File: src/rtl/multicycle_controller.sv
// multicycle_controller
//
// Moore-style control FSM for a multicycle datapath. Each instruction walks
// FETCH -> DECODE -> EXEC and then, depending on its class, MEM and/or WB
// before returning to FETCH. HALT and ERR are absorbing until reset.
//
// Ports
//   clk            rising-edge clock
//   reset          synchronous, active-low reset
//   run            enables instruction fetch (only looked at in FETCH)
//   opcode[5:0]    instruction opcode, latched at the end of DECODE
//   flags[2:0]     ALU flags: [0]=zero, [1]=carry, [2]=sign
//   mem_ready      data memory completion strobe
//   RegWrite, MemRead, MemWrite, MemtoReg, DataPCSel, RegSelect
//                  datapath controls
//   ALUop[2:0]     ALU operation, ALUinSel[1:0] ALU B-input select
//   ir_load        latch instruction register
//   pc_en, pc_src  advance PC / select branch target
//   state[2:0]     current FSM state (debug)
//   halted, err    sitting in HALT / ERR
//   instr_retired  count of pc_en cycles, wraps at 16 bits
module multicycle_controller #(
    parameter int unsigned MEM_TIMEOUT = 15
) (
    input  logic        clk,
    input  logic        reset,
    input  logic        run,
    input  logic [5:0]  opcode,
    input  logic [2:0]  flags,
    input  logic        mem_ready,
    output logic        RegWrite,
    output logic        MemRead,
    output logic        MemWrite,
    output logic        MemtoReg,
    output logic        DataPCSel,
    output logic        RegSelect,
    output logic [2:0]  ALUop,
    output logic [1:0]  ALUinSel,
    output logic        ir_load,
    output logic        pc_en,
    output logic        pc_src,
    output logic [2:0]  state,
    output logic        halted,
    output logic        err,
    output logic [15:0] instr_retired
);

    localparam int unsigned WaitW = (MEM_TIMEOUT > 2) ? $clog2(MEM_TIMEOUT) : 1;
    // Wait-count value of the last MEM cycle in which mem_ready is still accepted.
    localparam logic [WaitW-1:0] WaitLast = WaitW'((MEM_TIMEOUT > 0) ? MEM_TIMEOUT - 1 : 0);

    typedef enum logic [2:0] {
        StFetch  = 3'd0,
        StDecode = 3'd1,
        StExec   = 3'd2,
        StMem    = 3'd3,
        StWb     = 3'd4,
        StHalt   = 3'd5,
        StErr    = 3'd6
    } state_e;

    typedef enum logic [2:0] {
        ClsRegReg,
        ClsRegImm,
        ClsLoad,
        ClsStore,
        ClsBranch,
        ClsHalt,
        ClsIllegal
    } cls_e;

    function automatic cls_e classify(input logic [5:0] op);
        cls_e c;
        c = ClsIllegal;
        if (op[5:3] == 3'b000) begin
            c = ClsRegReg;
        end else if (op[5:3] == 3'b001) begin
            c = ClsRegImm;
        end else if (op == 6'b010000) begin
            c = ClsLoad;
        end else if (op == 6'b011000) begin
            c = ClsStore;
        end else if (op[5:3] == 3'b100 && op[2:0] <= 3'd4) begin
            c = ClsBranch;
        end else if (op == 6'b111111) begin
            c = ClsHalt;
        end
        return c;
    endfunction

    state_e           state_q, state_d;
    logic [5:0]       opcode_q, opcode_d;
    logic [WaitW-1:0] wait_q, wait_d;
    logic [15:0]      instr_retired_q;
    cls_e             cls_live;
    cls_e             cls_q;
    logic             taken;

    // DECODE routes on the incoming opcode; later states use the latched copy.
    assign cls_live = classify(opcode);
    assign cls_q    = classify(opcode_q);

    always_comb begin
        taken = 1'b0;
        case (opcode_q[2:0])
            3'd0:    taken = 1'b1;
            3'd1:    taken = flags[0];
            3'd2:    taken = ~flags[0];
            3'd3:    taken = flags[1];
            3'd4:    taken = flags[2];
            default: taken = 1'b0;
        endcase
    end

    // State register
    always_ff @(posedge clk) begin
        if (!reset) begin
            state_q  <= StFetch;
            opcode_q <= '0;
            wait_q   <= '0;
        end else begin
            state_q  <= state_d;
            opcode_q <= opcode_d;
            wait_q   <= wait_d;
        end
    end

    // Next-state logic
    always_comb begin
        state_d  = state_q;
        opcode_d = opcode_q;
        wait_d   = '0;
        unique case (state_q)
            StFetch: begin
                if (run) begin
                    state_d = StDecode;
                end
            end
            StDecode: begin
                opcode_d = opcode;
                case (cls_live)
                    ClsHalt:    state_d = StHalt;
                    ClsIllegal: state_d = StErr;
                    default:    state_d = StExec;
                endcase
            end
            StExec: begin
                case (cls_q)
                    ClsLoad, ClsStore: state_d = StMem;
                    ClsBranch:         state_d = StFetch;
                    default:           state_d = StWb;
                endcase
            end
            StMem: begin
                if (mem_ready) begin
                    state_d = (cls_q == ClsStore) ? StFetch : StWb;
                end else if (wait_q == WaitLast) begin
                    state_d = StErr;
                end else begin
                    wait_d = wait_q + 1'b1;
                end
            end
            StWb:    state_d = StFetch;
            StHalt:  state_d = StHalt;
            StErr:   state_d = StErr;
            default: state_d = StErr;
        endcase
    end

    // Output logic
    always_comb begin
        RegWrite  = 1'b0;
        MemRead   = 1'b0;
        MemWrite  = 1'b0;
        MemtoReg  = 1'b0;
        DataPCSel = 1'b0;
        RegSelect = 1'b0;
        ALUop     = 3'b000;
        ALUinSel  = 2'b00;
        ir_load   = 1'b0;
        pc_en     = 1'b0;
        pc_src    = 1'b0;
        unique case (state_q)
            StFetch: begin
                // No fetch while reset is held, so outputs stay quiet then.
                ir_load = run & reset;
            end
            StExec: begin
                case (cls_q)
                    ClsRegReg: begin
                        ALUop    = opcode_q[2:0];
                        ALUinSel = 2'b00;
                    end
                    ClsRegImm: begin
                        ALUop    = opcode_q[2:0];
                        ALUinSel = 2'b01;
                    end
                    ClsLoad, ClsStore: begin
                        ALUop    = 3'b000;
                        ALUinSel = 2'b01;
                    end
                    ClsBranch: begin
                        ALUinSel = 2'b00;
                        pc_en    = 1'b1;
                        pc_src   = taken;
                    end
                    default: begin
                    end
                endcase
            end
            StMem: begin
                MemRead  = (cls_q == ClsLoad);
                MemWrite = (cls_q == ClsStore);
                pc_en    = (cls_q == ClsStore) & mem_ready;
            end
            StWb: begin
                RegWrite  = 1'b1;
                pc_en     = 1'b1;
                MemtoReg  = (cls_q == ClsLoad);
                RegSelect = (cls_q == ClsRegImm) | (cls_q == ClsLoad);
            end
            default: begin
            end
        endcase
    end

    always_ff @(posedge clk) begin
        if (!reset) begin
            instr_retired_q <= '0;
        end else if (pc_en) begin
            instr_retired_q <= instr_retired_q + 16'd1;
        end
    end

    assign state         = state_q;
    assign halted        = (state_q == StHalt);
    assign err           = (state_q == StErr);
    assign instr_retired = instr_retired_q;

endmodule

File: config.mk
export PLATFORM = sky130hd
export DESIGN_NAME = multicycle_controller
export DESIGN_NICKNAME = d
export VERILOG_FILES = /design/src/rtl/multicycle_controller.sv
export SDC_FILE = /design/constraint.sdc
export NUM_CORES = 1
export LEC_CHECK = 0
export ABC_CLOCK_PERIOD_IN_PS = 1540
export BUFFER_PORTS_ARGS = -buffer_cell sky130_fd_sc_hd__buf_2
export CAP_MARGIN = 20
export CORE_UTILIZATION = 47
export CTS_CLUSTER_SIZE = 25
export DETAILED_ROUTE_END_ITERATION = 6
export GPL_ROUTABILITY_DRIVEN = 0
export PLACE_DENSITY = 0.78
export SLEW_MARGIN = 25
export SYNTH_ARGS = -nofsm -noshare
export SYNTH_HDL_FRONTEND = slang
export SYNTH_SLANG_ARGS = --single-unit
File: constraint.sdc
create_clock -name clk -period 1.54 [get_ports clk]
set_clock_uncertainty 0.05 [all_clocks]
set_input_delay 0.308 -clock clk [delete_from_list [all_inputs] [get_ports clk]]
set_output_delay 0.308 -clock clk [all_outputs]
set_load 0.05 [all_outputs]
==> impl_metrics.xml, run 1 <==
<?xml version="1.0" encoding="UTF-8"?>
<metrics>
  <group name="route">
    <metric name="drt-wirelength-per-cell" unit="um">21.8</metric>
    <metric name="antenna_violating_nets_post_route" unit="">0</metric>
    <metric name="drt_first_pass_iters" unit="">5</metric>
    <metric name="vias_per_cell" unit="">6.24</metric>
    <metric name="routed_wirelength" unit="um">7990</metric>
    <metric name="dr_total_vias" unit="">2284</metric>
    <metric name="route.detailed.drc" unit="">0</metric>
    <metric name="dr.first_iter.drc_count" unit="">190</metric>
  </group>
  <group name="sta">
    <metric name="final-hold-violation-count" unit="">0</metric>
    <metric name="post-route-worst-setup-slack" unit="ns">-0.376</metric>
    <metric name="fmax" unit="MHz">522</metric>
    <metric name="timing.final.crit_share" unit="">1.24</metric>
    <metric name="timing.final.max_slew_violations" unit="">0</metric>
    <metric name="final.hold.worst_slack" unit="ns">0.248</metric>
    <metric name="finalCriticalPeriod" unit="ns">1.92</metric>
    <metric name="fin_setup_tns" unit="ns">-6.77</metric>
    <metric name="rsz_0062_raised_after_global_routing" unit="">true</metric>
    <metric name="timing.final.setup_violations" unit="">37</metric>
  </group>
  <group name="placement">
    <metric name="placement.io_buffers" unit="">45</metric>
    <metric name="hpwl" unit="um">3580</metric>
    <metric name="placed_cells_incl_taps" unit="">343</metric>
  </group>
  <group name="cts">
    <metric name="cts_htree_levels" unit="">2</metric>
    <metric name="cts_sinks" unit="">29</metric>
    <metric name="clk_root_buffer_cell" unit="">sky130_fd_sc_hd__clkbuf_8</metric>
    <metric name="clock_buffers_created_by_tritoncts" unit="">5</metric>
    <metric name="insertion_delay" unit="ns">0.31</metric>
    <metric name="tritoncts" unit="">yes</metric>
    <metric name="clk_transition_reported_paths" unit="ns">0.07</metric>
    <metric name="holdBufCountCts" unit="">0</metric>
    <metric name="clock_path_buffers" unit="">2</metric>
  </group>
  <group name="synthesis">
    <metric name="yosysWarningCount" unit="">0</metric>
    <metric name="syn_avg_cell_area" unit="um^2">8.03</metric>
    <metric name="synth-seq-cells" unit="">29</metric>
    <metric name="synth.area.mux_share" unit="">0.114</metric>
    <metric name="synthSimpleGateAreaFrac" unit="">0.320</metric>
    <metric name="ys_types" unit="">45</metric>
    <metric name="post_synth_inst_count" unit="">219</metric>
    <metric name="synth-adder-area-share" unit="">0.0214</metric>
    <metric name="synth-seq-area-share" unit="">0.330</metric>
    <metric name="netlist_area_before_placement" unit="um^2">1760</metric>
    <metric name="post_synth_xor_area_fraction" unit="">0.00996</metric>
    <metric name="synth_top_family_by_area" unit="">simple AND/OR/NAND/NOR gates</metric>
    <metric name="synth-compound-area-share" unit="">0.162</metric>
  </group>
  <group name="critical_path">
    <metric name="critical_path_arrival" unit="ns">1.56</metric>
    <metric name="critical_path.endpoint_type" unit="">output pin</metric>
    <metric name="kind_of_critical_path" unit="">reg -&gt; out</metric>
    <metric name="worst-endpoint-required" unit="ns">1.18</metric>
    <metric name="critPathLaunchType" unit="">flip-flop</metric>
    <metric name="crit_path_max_fanout" unit="">4</metric>
  </group>
  <group name="floorplanning">
    <metric name="width_of_the_die" unit="um">63.2</metric>
    <metric name="floorplan.io_pins" unit="">48</metric>
    <metric name="floorplan.initialDensity" unit="">0.507</metric>
    <metric name="die-height" unit="um">63.2</metric>
    <metric name="core_region_area" unit="um^2">3470</metric>
    <metric name="floorplan_die_area" unit="um^2">3990</metric>
    <metric name="row_count" unit="">21</metric>
  </group>
  <group name="finish">
    <metric name="final_nets" unit="">335</metric>
    <metric name="multiInputGateArea" unit="um^2">1480</metric>
    <metric name="antennaDiodeCount" unit="">0</metric>
    <metric name="final-instance-count-excl-fill" unit="">366</metric>
    <metric name="fillerInstances" unit="">124</metric>
    <metric name="final_layout_size_suffix_gt1_frac" unit="">0.591</metric>
    <metric name="syn2layout_area_growth" unit="%">79.8</metric>
    <metric name="area.sequential" unit="um^2">637</metric>
  </group>
  <group name="global_route">
    <metric name="initial_antenna_violation_count" unit="">0</metric>
    <metric name="grt_remaining_overflow" unit="">0</metric>
    <metric name="grt_util_all_layers" unit="">0.315</metric>
    <metric name="grt_start_max_net_pins" unit="">30</metric>
    <metric name="grt_first_pass_wirelength" unit="um">9660</metric>
    <metric name="grt_pass1_vias" unit="">2035</metric>
  </group>
  <group name="flow_run">
    <metric name="maxCapViolCount" unit="">0</metric>
  </group>
  <group name="power">
    <metric name="worst_ir_drop_vdd" unit="V">0.000674</metric>
    <metric name="power" unit="mW">2.13</metric>
    <metric name="power_per_cell_area" unit="nW/um^2">674</metric>
    <metric name="power_leakage" unit="nW">1.27</metric>
  </group>
  <group name="outcome">
    <metric name="outcome" unit="">finished with violations</metric>
    <metric name="failed_checks" unit="">negative setup slack</metric>
  </group>
  <group name="hold_path">
    <metric name="hp_class" unit="">in -&gt; reg</metric>
  </group>
</metrics>
## cells by family after synthesis
kind of cell             Yosys count
flip-flops                        29
XOR/XNOR                           2
adder cells (fa/ha/maj)            3
other                              1
AND/OR/NAND/NOR                  105
multiplexers                      20
buffers and inverters             16
AO/OA/AOI/OAI                     43
## power by group
group	switching [mW]	internal, mW
Clock	0.340	0.460
Combinational	0.304	0.226
Sequential	0.0410	0.757
Total	0.685	1.44
## layout by cell type (no fill, tap or decap), drive strengths merged, types with 2 or more instances in the layout
cell,instances
mux2i,20
and2,2
clkinv,2
clkbuf,7
conb,2
and2b,2
a211oi,3
o21ai,10
nand3,12
nor2,20
nand2b,15
nand4,3
buf,102
nor3,6
inv,4
dfxtp,29
and3,6
nand2,26
or3,3
a21oi,19
ha,3
nor3b,3
and4b,2
and4,2
## routing by layer
metal | part of all wire | routed length, um | vias up | global-route usage
met1 | 0.37 | 2960 | 1080 | 0.357
met4 | 0.056 | 448 | 0 | 0.140
met3 | 0.087 | 695 | 51 | 0.0743
met5 | 0 | 0 | - | 0
li1 | - | - | 979 | -
met2 | 0.49 | 3890 | 174 | 0.552
## synthesized netlist by cell type, drive strengths merged
library cell   n  area [um^2]
buf            2         15.0
nand4          3         18.8
o21a           1         7.51
a21oi         19         95.1
nor3           6         30.0
and2           2         12.5
mux2i         20          200
clkinv         2         12.5
a21o           1         7.51
o22a           1         8.76
a211oi         3         22.5
a21boi         1         7.51
a31oi          1         6.26
nand3         12         72.6
o41ai          1         8.76
a2111oi        1         27.5
ha             3         37.5
nand2b        15         93.8
and4b          2         20.0
and4           2         17.5
o22ai          1         6.26
conb           1         3.75
xor2           1         8.76
nor2b          1         6.26
xnor2          1         8.76
a32o           1         10.0
clkbuf         8         30.0
o211a          1         10.0
o21ai         10         53.8
o211ai         1         12.5
and3           6         37.5
inv            4         15.0
nand2         26         97.6
and4bb         1         12.5
and2b          2         15.0
or3            3         23.8
nor4           1         6.26
dfxtp         29          581
nor3b          3         22.5
nor2          20         75.1
## worst max-delay path: stages (launching register included)
cell,delay (ns)
sky130_fd_sc_hd__dfxtp_4,0.38
sky130_fd_sc_hd__buf_4,0.16
sky130_fd_sc_hd__nor2_1,0.13
sky130_fd_sc_hd__a21oi_1,0.07
sky130_fd_sc_hd__o22a_1,0.22
sky130_fd_sc_hd__nor3_4,0.13
sky130_fd_sc_hd__buf_6,0.18
## registers in the layout (all words and copies together), names as in the netlist
register / count
wait_q: 4
instr_retired: 16
opcode_q: 6
state: 3
## repair_timing
action | 4_1_cts | 5_1_grt
setup endpoints to repair | 30 | 39
setup buffers | 10 | 8
pin swaps | 12 | 21
resized for setup | 72 | 45
## metrics by stage
stage	area, um^2	utilization	setup WS [ns]
3_3_place_gp	2500	0.721	-0.140
6_report	3160	0.911	-0.376
3_5_place_dp	2500	0.721	-0.247
5_1_grt	3160	0.911	-0.419
4_1_cts	2910	0.840	-0.340
2_1_floorplan	1980	-	-0.420
## layout make-up
| class | instances | area share |
|---|---|---|
| tap | 46 | 0.0182 |
| clock inverter | 1 | 0.00238 |
| sequential | 29 | 0.202 |
| clock buffer | 7 | 0.0340 |
| timing repair buffer | 102 | 0.263 |
| multi-input combinational | 175 | 0.470 |
| inverter | 6 | 0.0111 |
## worst paths after layout
kind              depth (start not counted)  slack, ns         from                 to
hold / removal                            3       0.25    opcode[5]        opcode_q[5]
setup reg to reg                          6      -0.36     state[2]  instr_retired[15]
setup / recovery                          6      -0.38  opcode_q[2]             pc_src
hold reg to reg                           1       0.42    wait_q[0]          wait_q[0]
Power figures use the tool's default switching activity.
==> inputs of run 2 (changes only) <==
--- a/config.mk
+++ b/config.mk
@@ -9,4 +9,5 @@
 export BUFFER_PORTS_ARGS = -buffer_cell sky130_fd_sc_hd__buf_2
 export CAP_MARGIN = 20
+export CORE_MARGIN = 3
 export CORE_UTILIZATION = 47
 export CTS_CLUSTER_SIZE = 25
==> constraint.sdc (replaced) <==
create_clock -name clk -period 1.54 [get_ports clk]
set_clock_uncertainty 0.05 [all_clocks]
set_input_delay 0.154 -clock clk [delete_from_list [all_inputs] [get_ports clk]]
set_output_delay 0.154 -clock clk [all_outputs]
set_load 0.05 [all_outputs]
==> impl_metrics.xml, run 2 (same netlist as run 1, synthesis figures left out) <==
<?xml version="1.0" encoding="UTF-8"?>
<metrics>
  <group name="power">
    <metric name="worst_ir_drop_vdd" unit="V">0.000731</metric>
    <metric name="power_per_cell_area" unit="nW/um^2">655</metric>
    <metric name="power_leakage" unit="nW">1.26</metric>
  </group>
  <group name="floorplanning">
    <metric name="floorplan.initialDensity" unit="">0.507</metric>
    <metric name="core_region_area" unit="um^2">3470</metric>
    <metric name="floorplan_die_area" unit="um^2">4510</metric>
    <metric name="die-height" unit="um">67.2</metric>
    <metric name="width_of_the_die" unit="um">67.2</metric>
    <metric name="row_count" unit="">21</metric>
    <metric name="floorplan.io_pins" unit="">48</metric>
  </group>
  <group name="sta">
    <metric name="final.hold.worst_slack" unit="ns">0.104</metric>
    <metric name="timing.final.max_slew_violations" unit="">0</metric>
    <metric name="rsz_0062_raised_after_global_routing" unit="">true</metric>
    <metric name="final-hold-violation-count" unit="">0</metric>
    <metric name="post-route-worst-setup-slack" unit="ns">-0.288</metric>
    <metric name="fmax" unit="MHz">547</metric>
    <metric name="timing.final.crit_share" unit="">1.19</metric>
    <metric name="timing.final.setup_violations" unit="">32</metric>
    <metric name="finalCriticalPeriod" unit="ns">1.83</metric>
  </group>
  <group name="critical_path">
    <metric name="critical_path.endpoint_type" unit="">output pin</metric>
    <metric name="critPathLaunchType" unit="">flip-flop</metric>
    <metric name="regToRegSetupSlack" unit="ns">-0.24</metric>
    <metric name="critical_path.n_buffers_inverters" unit="">2</metric>
    <metric name="kind_of_critical_path" unit="">reg -&gt; out</metric>
    <metric name="critical_path_arrival" unit="ns">1.62</metric>
    <metric name="critPathSlowestCell" unit="">sky130_fd_sc_hd__dfxtp_1</metric>
    <metric name="path_cells" unit="">nor2_2, and4b_2, buf_6, o21ai_4, nand2_2, buf_8</metric>
    <metric name="timing.critical_path.max_delay_family" unit="">simple AND/OR/NAND/NOR gates</metric>
    <metric name="crit_path_max_fanout" unit="">3</metric>
    <metric name="cpPeakStageDelay" unit="ns">0.41</metric>
    <metric name="worst-endpoint-required" unit="ns">1.34</metric>
  </group>
  <group name="outcome">
    <metric name="failed_checks" unit="">negative setup slack</metric>
    <metric name="outcome" unit="">finished with violations</metric>
  </group>
  <group name="route">
    <metric name="route.detailed.drc" unit="">0</metric>
    <metric name="routed_wirelength" unit="um">7920</metric>
    <metric name="dr_total_vias" unit="">2316</metric>
    <metric name="drt_first_pass_iters" unit="">5</metric>
    <metric name="drt-wirelength-per-cell" unit="um">21.7</metric>
    <metric name="vias_per_cell" unit="">6.35</metric>
    <metric name="antenna_violating_nets_post_route" unit="">0</metric>
    <metric name="dr.first_iter.drc_count" unit="">317</metric>
  </group>
  <group name="placement">
    <metric name="placement.io_buffers" unit="">45</metric>
    <metric name="placed_cells_incl_taps" unit="">343</metric>
    <metric name="dpl_cell_area" unit="um^2">2460</metric>
    <metric name="hpwl" unit="um">3620</metric>
  </group>
  <group name="global_route">
    <metric name="grt_first_pass_wirelength" unit="um">9620</metric>
    <metric name="grt_pass1_vias" unit="">1993</metric>
    <metric name="grt_remaining_overflow" unit="">0</metric>
    <metric name="initial_antenna_violation_count" unit="">0</metric>
    <metric name="grt_start_max_net_pins" unit="">29</metric>
    <metric name="grt_util_all_layers" unit="">0.292</metric>
  </group>
  <group name="cts">
    <metric name="holdBufCountCts" unit="">0</metric>
    <metric name="clock_buffers_created_by_tritoncts" unit="">5</metric>
    <metric name="tritoncts" unit="">yes</metric>
    <metric name="clock_path_buffers" unit="">2</metric>
    <metric name="cts_sinks" unit="">29</metric>
    <metric name="cts_htree_levels" unit="">2</metric>
    <metric name="insertion_delay" unit="ns">0.29</metric>
    <metric name="clk_root_buffer_cell" unit="">sky130_fd_sc_hd__clkbuf_8</metric>
    <metric name="clk_transition_reported_paths" unit="ns">0.06</metric>
  </group>
  <group name="finish">
    <metric name="final_common_cell" unit="">sky130_fd_sc_hd__buf_4</metric>
    <metric name="fin_area" unit="um^2">3100</metric>
    <metric name="largest_register_ff_count" unit="">16</metric>
    <metric name="final_nets" unit="">334</metric>
    <metric name="final_layout_size_suffix_gt1_frac" unit="">0.571</metric>
    <metric name="final-instance-count-excl-fill" unit="">365</metric>
    <metric name="layout_common_cells" unit="">34 x sky130_fd_sc_hd__buf_4, 31 x sky130_fd_sc_hd__buf_2, 30 x sky130_fd_sc_hd__buf_6, 23 x sky130_fd_sc_hd__nand2_1, 20 x sky130_fd_sc_hd__mux2i_1</metric>
    <metric name="finalCoreUtilization" unit="">0.894</metric>
    <metric name="antennaDiodeCount" unit="">0</metric>
    <metric name="syn2layout_area_growth" unit="%">76.4</metric>
  </group>
  <group name="hold_path">
    <metric name="hp_class" unit="">in -&gt; reg</metric>
  </group>
  <group name="flow_run">
    <metric name="maxCapViolCount" unit="">0</metric>
  </group>
</metrics>
[run 2: repair_timing]
item,in CTS,in global routing
endpoints found under the setup margin,26,42
cloned,1,0
buffers inserted,7,10
gates resized for setup,78,47
pin swaps,15,20
[run 2: worst min-delay path, cell delays in order]
cell and delay, ns:
sky130_fd_sc_hd__buf_2 0.11, sky130_fd_sc_hd__a21oi_1 0.06, sky130_fd_sc_hd__nor2_1 0.08
[run 2: metrics by stage]
step	worst slack (ns)	total power [mW]	setup TNS [ns]
after detailed placement	-0.131	1.17	-1.18
final	-0.288	2.03	-4.45
after global placement	-0.0622	1.16	-0.496
after floorplan	-0.304	1.04	-2.51
after global routing	-0.360	2.08	-6.23
after CTS	-0.214	1.92	-2.49
[run 2: final cells by class]
| cell class | count | area, um^2 |
|---|---|---|
| well taps | 46 | 57.6 |
| flip-flops and latches | 29 | 609 |
| clock inverters | 1 | 5.00 |
| repair buffers | 101 | 838 |
| multi-input cells | 175 | 1450 |
| clock buffers | 7 | 96.3 |
| fillers | 137 | 368 |
| inverters | 6 | 40.0 |
[run 2: routing by layer]
metal  track usage  up-vias  wire (um)  share of wire
li1              -      967          -              -
met1         0.349     1076       3050           0.38
met2         0.482      192       3650           0.46
met3        0.0799       81        688          0.087
met4         0.139        0        531          0.067
met5             0        -          0              0
[run 2: final timing paths]
check	startpoint	end	cells past startpoint
max	opcode_q[4]	pc_en	6
min	opcode[1]	opcode_q[1]	3
max reg2reg	opcode_q[1]	instr_retired[15]	6
min reg2reg	wait_q[0]	wait_q[0]	1
[run 2: power breakdown]
part | leakage [nW] | internal, mW | switching [mW]
registers | 0.244 | 0.769 | 0.0259
clock network | 0.0542 | 0.404 | 0.323
logic | 0.963 | 0.200 | 0.310
==> inputs of run 3 (changes only) <==
- GPL_TIMING_DRIVEN: unset -> 0
==> impl_metrics.xml, run 3 (same netlist as run 1, synthesis figures left out) <==
<?xml version="1.0" encoding="UTF-8"?>
<metrics>
  <group name="finish">
    <metric name="area.sequential" unit="um^2">626</metric>
    <metric name="largest_register_ff_count" unit="">16</metric>
    <metric name="syn2layout_area_growth" unit="%">61.9</metric>
    <metric name="multiInputGateArea" unit="um^2">1380</metric>
    <metric name="layout_common_cells" unit="">31 x sky130_fd_sc_hd__buf_2, 24 x sky130_fd_sc_hd__nand2_1, 21 x sky130_fd_sc_hd__buf_4, 20 x sky130_fd_sc_hd__mux2i_1</metric>
    <metric name="final_layout_size_suffix_gt1_frac" unit="">0.497</metric>
    <metric name="final_common_cell" unit="">sky130_fd_sc_hd__buf_2</metric>
    <metric name="fillerInstances" unit="">198</metric>
    <metric name="finalCoreUtilization" unit="">0.820</metric>
    <metric name="antennaDiodeCount" unit="">0</metric>
    <metric name="fin_area" unit="um^2">2850</metric>
    <metric name="final_nets" unit="">311</metric>
  </group>
  <group name="route">
    <metric name="drt-wirelength-per-cell" unit="um">17.5</metric>
    <metric name="drt_first_pass_iters" unit="">5</metric>
    <metric name="vias_per_cell" unit="">6.01</metric>
    <metric name="dr_total_vias" unit="">2056</metric>
    <metric name="antenna_violating_nets_post_route" unit="">0</metric>
    <metric name="routed_wirelength" unit="um">5970</metric>
    <metric name="route.detailed.drc" unit="">0</metric>
    <metric name="dr.first_iter.drc_count" unit="">256</metric>
  </group>
  <group name="sta">
    <metric name="timing.final.max_slew_violations" unit="">0</metric>
    <metric name="fin_setup_tns" unit="ns">-4.57</metric>
    <metric name="timing.final.setup_violations" unit="">33</metric>
    <metric name="timing.final.crit_share" unit="">1.16</metric>
    <metric name="fmax" unit="MHz">559</metric>
    <metric name="final-hold-violation-count" unit="">0</metric>
    <metric name="post-route-worst-setup-slack" unit="ns">-0.250</metric>
    <metric name="rsz_0062_raised_after_global_routing" unit="">true</metric>
    <metric name="finalCriticalPeriod" unit="ns">1.79</metric>
  </group>
  <group name="floorplanning">
    <metric name="floorplan_die_area" unit="um^2">4510</metric>
    <metric name="floorplan.io_pins" unit="">48</metric>
    <metric name="row_count" unit="">21</metric>
    <metric name="die-height" unit="um">67.2</metric>
    <metric name="width_of_the_die" unit="um">67.2</metric>
    <metric name="floorplan.initialDensity" unit="">0.507</metric>
    <metric name="core_region_area" unit="um^2">3470</metric>
  </group>
  <group name="critical_path">
    <metric name="critical_path.n_buffers_inverters" unit="">1</metric>
    <metric name="critical_path_arrival" unit="ns">1.59</metric>
    <metric name="critPathLaunchType" unit="">flip-flop</metric>
    <metric name="path_cells" unit="">and4bb_1, and4_4, o21ai_4, nand2_4, buf_8</metric>
    <metric name="worst-endpoint-required" unit="ns">1.34</metric>
    <metric name="critical_path.endpoint_type" unit="">output pin</metric>
    <metric name="crit_path_max_fanout" unit="">5</metric>
    <metric name="cpPeakStageDelay" unit="ns">0.37</metric>
    <metric name="timing.critical_path.max_delay_family" unit="">simple AND/OR/NAND/NOR gates</metric>
    <metric name="critPathSlowestCell" unit="">sky130_fd_sc_hd__dfxtp_4</metric>
    <metric name="kind_of_critical_path" unit="">reg -&gt; out</metric>
  </group>
  <group name="power">
    <metric name="power_per_cell_area" unit="nW/um^2">667</metric>
    <metric name="power" unit="mW">1.90</metric>
    <metric name="worst_ir_drop_vdd" unit="V">0.000614</metric>
    <metric name="power_leakage" unit="nW">1.14</metric>
  </group>
  <group name="global_route">
    <metric name="grt_first_pass_wirelength" unit="um">8840</metric>
    <metric name="grt_util_all_layers" unit="">0.258</metric>
    <metric name="grt_remaining_overflow" unit="">0</metric>
    <metric name="grt_pass1_vias" unit="">1872</metric>
    <metric name="grt_start_max_net_pins" unit="">13</metric>
    <metric name="initial_antenna_violation_count" unit="">0</metric>
  </group>
  <group name="placement">
    <metric name="placement.io_buffers" unit="">45</metric>
    <metric name="hpwl" unit="um">3220</metric>
    <metric name="dpl_cell_area" unit="um^2">2210</metric>
  </group>
  <group name="cts">
    <metric name="clock_buffers_created_by_tritoncts" unit="">5</metric>
    <metric name="cts_htree_levels" unit="">2</metric>
    <metric name="cts_sinks" unit="">29</metric>
    <metric name="tritoncts" unit="">yes</metric>
    <metric name="clk_root_buffer_cell" unit="">sky130_fd_sc_hd__clkbuf_8</metric>
    <metric name="clock_path_buffers" unit="">2</metric>
    <metric name="holdBufCountCts" unit="">0</metric>
    <metric name="clk_transition_reported_paths" unit="ns">0.06</metric>
    <metric name="insertion_delay" unit="ns">0.28</metric>
  </group>
  <group name="outcome">
    <metric name="failed_checks" unit="">negative setup slack</metric>
    <metric name="outcome" unit="">finished with violations</metric>
  </group>
  <group name="flow_run">
    <metric name="maxCapViolCount" unit="">0</metric>
  </group>
  <group name="hold_path">
    <metric name="hp_class" unit="">in -&gt; reg</metric>
  </group>
</metrics>
[run 3: cell types whose count changed in the layout (fill, tap and decap cells not counted), moves of 3 or more]
cell | before | now
sky130_fd_sc_hd__a21oi_1 | 8 | 11
sky130_fd_sc_hd__a21oi_4 | 10 | 7
sky130_fd_sc_hd__buf_4 | 34 | 21
sky130_fd_sc_hd__buf_6 | 30 | 15
sky130_fd_sc_hd__clkbuf_1 | 0 | 5
sky130_fd_sc_hd__dfxtp_2 | 14 | 9
sky130_fd_sc_hd__dfxtp_4 | 3 | 9
[run 3: final cells by class]
type	count	area share
flip-flops and latches	29	0.220
inverters	6	0.0158
clock buffers	8	0.0317
repair buffers	70	0.200
plain buffers	8	0.0259
multi-input cells	175	0.486
well taps	46	0.0202
[run 3: worst paths after layout]
check | depth (start not counted) | startpoint | end | slack (ns)
min reg2reg | 1 | wait_q[0] | wait_q[0] | 0.41
max | 5 | opcode_q[1] | pc_en | -0.25
max reg2reg | 7 | state[2] | instr_retired[13] | -0.25
min | 3 | opcode[1] | opcode_q[1] | 0.09
[run 3: power breakdown]
part	switching (mW)	internal [mW]
combinational	0.261	0.186
clock	0.286	0.364
sequential	0.0371	0.765
[run 3: routing by layer]
layer	global-route usage	routed length [um]	up-vias
met1	0.338	2590	998
met2	0.413	2810	106
met3	0.0582	396	24
met4	0.0962	179	0
li1	-	-	928
met5	0	0	-
[run 3: worst reg2reg max path, delay by kind of cell (launching register included)]
family	cells	cell delay, ns
muxes	1	0.23
buffers and inverters	3	0.23
DFF	1	0.40
AOI/OAI and AO/OA	1	0.35
and+or+nand+nor	2	0.46
[run 3: through the flow]
| stage | std cells | hold WS [ns] | setup WS, ns |
|---|---|---|---|
| after detailed placement | 311 | 0.374 | -0.295 |
| after global routing | 342 | 0.102 | -0.323 |
| after CTS | 339 | 0.0864 | -0.214 |
| after floorplan | 220 | 0.243 | -0.304 |
| after global placement | 311 | 0.370 | -0.304 |
| final | 342 | 0.0890 | -0.250 |
[run 3: timing repair]
action                     4_1_cts  5_1_grt
setup buffers                   22        2
setup endpoints to repair       30       36
cloned                           0        1
hold endpoints to repair         0        0
resized for setup               77       28
pin swaps                       14        5
